`config.mk`:
```
export PLATFORM = sky130hd
export DESIGN_NAME = wallace_mult_pipe
export DESIGN_NICKNAME = d
export VERILOG_FILES = /design/src/rtl/wallace_mult_pkg.sv /design/src/rtl/wallace_csa_3to2.sv /design/src/rtl/wallace_mult_pipe.sv
export SDC_FILE = /design/constraint.sdc
export NUM_CORES = 1
export LEC_CHECK = 0
export CAP_MARGIN = 25
export CORE_UTILIZATION = 47
export DETAILED_ROUTE_END_ITERATION = 8
export HOLD_SLACK_MARGIN = 0.12
export PLACE_DENSITY = 0.7
export SYNTH_ARGS = -nofsm -noshare
export SYNTH_HDL_FRONTEND = slang
export SYNTH_SLANG_ARGS = --single-unit
export TNS_END_PERCENT = 50
```
`constraint.sdc`:
```
create_clock -name clk -period 5.72 [get_ports clk]
set_clock_uncertainty 0.1 [all_clocks]
set_input_delay 0.572 -clock clk [delete_from_list [all_inputs] [get_ports clk]]
set_output_delay 0.572 -clock clk [all_outputs]
set_load 0.02 [all_outputs]
```
`src/rtl/wallace_mult_pkg.sv`:
```
// rtl/wallace_mult_pkg.sv - shared constants, stage-2 payload type and reduction-tree sizing helpers
package wallace_mult_pkg;

    localparam int WMP_STAGES = 3;
    // Widest product for the supported operand range; narrower builds zero-fill the top.
    localparam int WMP_ROW_W  = 64;

    typedef struct packed {
        logic [WMP_ROW_W-1:0] sum;
        logic [WMP_ROW_W-1:0] carry;
        logic                 valid;
    } wmp_s2_t;

    // Rows entering the tree: WIDTH+1 Baugh-Wooley rows plus one constant-correction row.
    function automatic int wmp_rows_at(input int width, input int level);
        int r;
        r = width + 2;
        for (int l = 0; l < level; l++) begin
            r = 2 * (r / 3) + (r % 3);
        end
        return r;
    endfunction

    function automatic int wmp_tree_depth(input int width);
        int r;
        int d;
        r = width + 2;
        d = 0;
        while (r > 2) begin
            r = 2 * (r / 3) + (r % 3);
            d++;
        end
        return d;
    endfunction

endpackage

```
`src/rtl/wallace_csa_3to2.sv`:
```
// rtl/wallace_csa_3to2.sv - bit-vector 3:2 carry-save compressor
module wallace_csa_3to2 #(
    parameter int W = 16
) (
    input  logic [W-1:0] x0,
    input  logic [W-1:0] x1,
    input  logic [W-1:0] x2,
    output logic [W-1:0] sum,
    output logic [W-1:0] carry
);

    assign sum   = x0 ^ x1 ^ x2;
    // Carry weighs one position up; the bit shifted out lies beyond the product width.
    assign carry = ((x0 & x1) | (x0 & x2) | (x1 & x2)) << 1;

endmodule

```
`src/rtl/wallace_mult_pipe.sv`:
```
// rtl/wallace_mult_pipe.sv - 3-stage Baugh-Wooley/Wallace multiplier; WALLACE_MULT_ACC_EN adds an accumulator
module wallace_mult_pipe
    import wallace_mult_pkg::*;
#(
    parameter  int WIDTH  = 8,
    localparam int PROD_W = 2 * WIDTH
) (
    input  logic              clk,
    input  logic              rst,
    input  logic              in_valid,
    output logic              in_ready,
    input  logic [WIDTH-1:0]  a,
    input  logic [WIDTH-1:0]  b,
    input  logic              a_signed,
    input  logic              b_signed,
    output logic              out_valid,
    input  logic              out_ready,
    output logic [PROD_W-1:0] z
`ifdef WALLACE_MULT_ACC_EN
    ,
    input  logic              acc_en,
    output logic [PROD_W+7:0] acc_out
`endif
);

    localparam int N     = WIDTH + 1;
    localparam int ROWS  = WIDTH + 2;
    localparam int DEPTH = wmp_tree_depth(WIDTH);

    logic                  adv;
    logic                  v1;
    logic                  v3;
    logic [WMP_STAGES-1:0] vld;
    logic [N-1:0]          ax;
    logic [N-1:0]          bx;
    logic [PROD_W-1:0]     pp_d [ROWS];
    logic [PROD_W-1:0]     pp_q [ROWS];
    logic [PROD_W-1:0]     lvl  [DEPTH+1][ROWS];
    wmp_s2_t               s2_q;

    assign vld       = {v3, s2_q.valid, v1};
    assign out_valid = vld[WMP_STAGES-1];
    assign adv       = out_ready || !out_valid;
    assign in_ready  = adv;

    assign ax = {a_signed & a[WIDTH-1], a};
    assign bx = {b_signed & b[WIDTH-1], b};

    // Signed (WIDTH+1)x(WIDTH+1) Baugh-Wooley: sign-row/column terms inverted, +2^N correction.
    // The 2^(2N-1) correction and the top sign product lie above PROD_W and drop out.
    always_comb begin
        for (int i = 0; i < ROWS; i++) begin
            pp_d[i] = '0;
        end
        for (int i = 0; i < N; i++) begin
            for (int j = 0; j < N; j++) begin
                if (i + j < PROD_W) begin
                    pp_d[i][i+j] = (ax[j] & bx[i]) ^ ((i == N - 1) != (j == N - 1));
                end
            end
        end
        pp_d[N][N] = 1'b1;
    end

    always_ff @(posedge clk) begin
        if (adv && in_valid) begin
            pp_q <= pp_d;
        end
    end

    for (genvar k = 0; k < ROWS; k++) begin : g_lvl0
        assign lvl[0][k] = pp_q[k];
    end

    for (genvar l = 0; l < DEPTH; l++) begin : g_lvl
        localparam int R  = wmp_rows_at(WIDTH, l);
        localparam int G  = R / 3;
        localparam int RN = wmp_rows_at(WIDTH, l + 1);
        for (genvar g = 0; g < G; g++) begin : g_csa
            wallace_csa_3to2 #(.W(PROD_W)) u_csa (
                .x0   (lvl[l][3*g]),
                .x1   (lvl[l][3*g+1]),
                .x2   (lvl[l][3*g+2]),
                .sum  (lvl[l+1][2*g]),
                .carry(lvl[l+1][2*g+1])
            );
        end
        for (genvar k = 0; k < R % 3; k++) begin : g_pass
            assign lvl[l+1][2*G+k] = lvl[l][3*G+k];
        end
        for (genvar k = RN; k < ROWS; k++) begin : g_zero
            assign lvl[l+1][k] = '0;
        end
    end

    always_ff @(posedge clk) begin
        if (rst) begin
            v1   <= 1'b0;
            s2_q <= '0;
            v3   <= 1'b0;
            z    <= '0;
        end else if (adv) begin
            v1         <= in_valid;
            s2_q.valid <= v1;
            if (v1) begin
                s2_q.sum   <= WMP_ROW_W'(lvl[DEPTH][0]);
                s2_q.carry <= WMP_ROW_W'(lvl[DEPTH][1]);
            end
            v3 <= s2_q.valid;
            if (s2_q.valid) begin
                z <= s2_q.sum[PROD_W-1:0] + s2_q.carry[PROD_W-1:0];
            end
        end
    end

    if (PROD_W < WMP_ROW_W) begin : g_unused
        logic unused_hi;
        assign unused_hi = ^{s2_q.sum[WMP_ROW_W-1:PROD_W], s2_q.carry[WMP_ROW_W-1:PROD_W]};
    end

`ifdef WALLACE_MULT_ACC_EN
    localparam int ACC_W = PROD_W + 8;

    logic [WMP_STAGES-1:0] sg_p;
    logic [WMP_STAGES-1:0] en_p;
    logic [ACC_W-1:0]      acc_q;
    logic [ACC_W-1:0]      z_ext;

    // Sidebands shift in lockstep with the stage valid bits.
    always_ff @(posedge clk) begin
        if (adv) begin
            sg_p <= {sg_p[WMP_STAGES-2:0], a_signed | b_signed};
            en_p <= {en_p[WMP_STAGES-2:0], acc_en};
        end
    end

    assign z_ext   = sg_p[WMP_STAGES-1] ? {{8{z[PROD_W-1]}}, z} : {8'h00, z};
    assign acc_out = en_p[WMP_STAGES-1] ? acc_q + z_ext : z_ext;

    always_ff @(posedge clk) begin
        if (rst) begin
            acc_q <= '0;
        end else if (out_valid && out_ready) begin
            acc_q <= acc_out;
        end
    end
`endif

endmodule

```
==> results.yml <==
status:
  status: "finished, final reports clean"
global_route:
  grt-ovfl-total: 0
  antenna_found_initial: 0
  grt_max_degree: 82
  grt_pass1_wl_um: 18600
  grt_usage_pct: 17.1
  grt_pass1_vias: 3911
synth:
  synth_top_cell_area_share_pct: 36.8
  synth_mux_area_share_pct: 0
  synthAdderAreaFrac_pct: 22.3
  synthArstFlopShare_pct: 0
  synth_fp_nets: 680
  synth_top_cells_by_count: "89 x inv_1, 88 x nand2_1, 80 x edfxtp_1"
  synth_top_family_by_area: "adder cells"
  synth_area_um2: 6530
  synth_seq_cells: 125
  synth_xor_area_share_pct: 0.804
  synth-edff-count: 80
  ys_types: 37
  syn_area_per_cell_um2: 11.4
  yosys.cell_count.top_type: "inv_1"
  yosysSeqAreaShare_pct: 50.6
  yosys_warnings: 0
  synth_cells: 572
  synthTopCellsByArea: "edfxtp_1 37%, fa_1 16%, dfxtp_1 14%"
  synth_compound_area_share_pct: 5.98
  synth-simple-area-share_pct: 14.3
  synthFlopType: "edfxtp_1"
  synthDominantAreaCellType: "edfxtp_1"
clock_tree:
  clkLatencyLatePin_ns: 0.41
  cts_tree: "done"
  h-tree-depth: 4
  cts_sinks: 125
  cts_made_buffers: 17
  clk_pin_slew_worst_paths_ns: 0.05
  ctsResizeCount: 0
  ctsHoldBuffers: 0
  cts_setup_buffers: 0
  cts-root-buf: "clkbuf_16"
  clock_path_buffers: 2
min_path:
  hold_class: "reg -> reg"
sta:
  rsz0062_at_grt: "false"
  hold_viol: 0
  worst_slew_pin_slew_ns: 0.926
  tns_ns: 0
  max_freq_mhz: 310
  maxSlewViolCount: 0
  finalCriticalPeriod_ns: 3.23
  fin_crit_sh_pct: 56.4
  relSlewSlack_pct: 38.3
  setup_violations: 0
  whs_ns: 0.350
power:
  power_switching_uw: 751
  p_int_mw: 1.99
  share_comb_of_total_power_pct: 23.0
  seq_power_share_pct: 39.2
  pwr-share-clk_pct: 37.8
  ir_drop_uv: 197
  swShare_pct: 27.4
  power_leakage_nw: 3.14
  power_density_nw_per_um2: 357
detailed_routing:
  drc: 0
  drtPass1Iterations: 4
  wl_um: 11100
  via_per_inst: 4.80
  vias: 3865
  drt_iter0_drc: 201
  wl_per_cell_um: 13.7
  drtAntennaViolNets: 0
floorplanning:
  die_area_um2: 14400
  ios: 40
  core_region_area_um2: 13400
  initial_core_util_pct: 48.7
  row_count: 42
  die_w_um: 120
  die_h_um: 120
layout:
  layout.nets: 725
  syn_to_final_growth_pct: 17.7
  diodes: 0
  nFillCells: 1093
  drive_above_1_share_pct: 6.04
setup_path:
  rrSetupSlack_ns: 2.49
  critPathTopFamily: "adder cells"
  max_stage_delay_ns: 0.54
  crit_slowest_cell: "fa_1"
  cp.arrival_ns: 3.41
  path_buf_inv: 4
  path_max_fanout: 1
  cp_cell_sequence: "fa_1 > inv_1 > fa_1 > inv_1 > fa_1 > inv_1 > fa_1 > inv_1 > ha_1 > nand2_1 > a21oi_1"
  cp-start-kind: "flop"
  cp.required_ns: 5.90
  end_kind: "flop"
  setup.worst_path.class: "reg -> reg"
job:
  maxCapViolations: 0
placed_design:
  gp_congestion: 0.808
  dp_hpwl_um: 7760
  numPortBuffers: 39
[worst reg2reg max path, cell delays in order, from the launching register on]
cell	delay (ns)
edfxtp_1	0.39
fa_1	0.54
inv_1	0.05
fa_1	0.49
inv_1	0.05
fa_1	0.52
inv_1	0.05
fa_1	0.47
inv_1	0.04
ha_1	0.26
nand2_1	0.06
a21oi_1	0.07
[cell type report]
type                    count  area (um^2)  share of cell area (%)
clock buffers              22          444                    5.78
repair buffers             41          425                    5.53
clock inverters             9          120                    1.56
well taps                 176          220                    2.86
multi-input cells         342         2840                    36.9
inverters                  90          338                    4.39
flip-flops and latches    125         3300                    43.0
[power groups by stage]
stage / registers [mW] / logic [mW] / clock network [mW]
after global placement: 1.09 / 0.615 / 0
after CTS: 1.08 / 0.643 / 1.05
after floorplan: 1.09 / 0.463 / 0
after detailed placement: 1.09 / 0.631 / 0
final: 1.07 / 0.631 / 1.04
after global routing: 1.08 / 0.758 / 1.09
[cells by family after synthesis]
group	count (synthesis)
and+or+nand+nor	186
DFF	125
buffers and inverters	105
adders and majority gates	86
AOI/OAI and AO/OA	64
xor gates and xnor gates	6
[registers in the layout (all words and copies together), names as in the netlist]
signal	flops
lvl	80
z	16
s2_q	27
out_valid	1
v1	1
[final timing paths]
kind,start,to,cells after the start
max,lvl[824],s2_q[73],11
min,z[10],z[10],2
max reg2reg,lvl[824],s2_q[73],11
min reg2reg,z[10],z[10],2
[layout by cell type, fill, tap and decap left out, types with 2 or more instances in the layout]
cell type | netlist | final
a211oi_1 | 5 | 5
a21o_1 | 2 | 2
a21o_2 | 2 | 2
a21oi_1 | 42 | 42
and2_1 | 69 | 68
and2_4 | 1 | 2
and3_1 | 3 | 3
and3_2 | 2 | 2
bufinv_16 | 0 | 3
clkbuf_1 | 13 | 5
clkbuf_16 | 0 | 17
clkdlybuf4s50_1 | 0 | 39
clkinv_1 | 0 | 2
clkinv_2 | 0 | 3
dfxtp_1 | 45 | 45
edfxtp_1 | 80 | 80
fa_1 | 51 | 51
ha_1 | 35 | 35
inv_1 | 89 | 89
nand2_1 | 88 | 88
nand3_1 | 6 | 6
nor2_1 | 8 | 8
nor3_1 | 2 | 2
o21ai_0 | 6 | 6
xnor2_1 | 6 | 6
[through the flow]
| step | utilization [%] | cells | instance area, um^2 | power [mW] | worst slack (ns) |
|---|---|---|---|---|---|
| after floorplan | - | 572 | 6530 | 1.56 | 2.52 |
| after global placement | 53.0 | 773 | 7100 | 1.71 | 2.52 |
| after detailed placement | 53.0 | 773 | 7100 | 1.73 | 2.47 |
| after CTS | 57.2 | 804 | 7660 | 2.77 | 2.46 |
| after global routing | 57.4 | 805 | 7690 | 2.94 | 2.33 |
| final | 57.4 | 805 | 7690 | 2.74 | 2.49 |
[metal layers]
| layer | GRT usage [%] | up-vias | part of all wire [%] |
|---|---|---|---|
| met5 | 0 | - | 0 |
| met4 | 6.72 | 0 | 1.4 |
| met3 | 5.56 | 12 | 4.6 |
| met2 | 26.5 | 99 | 46 |
| met1 | 22.3 | 1823 | 48 |
| li1 | - | 1931 | - |
Note: power is estimated with default switching activity, not from simulation.
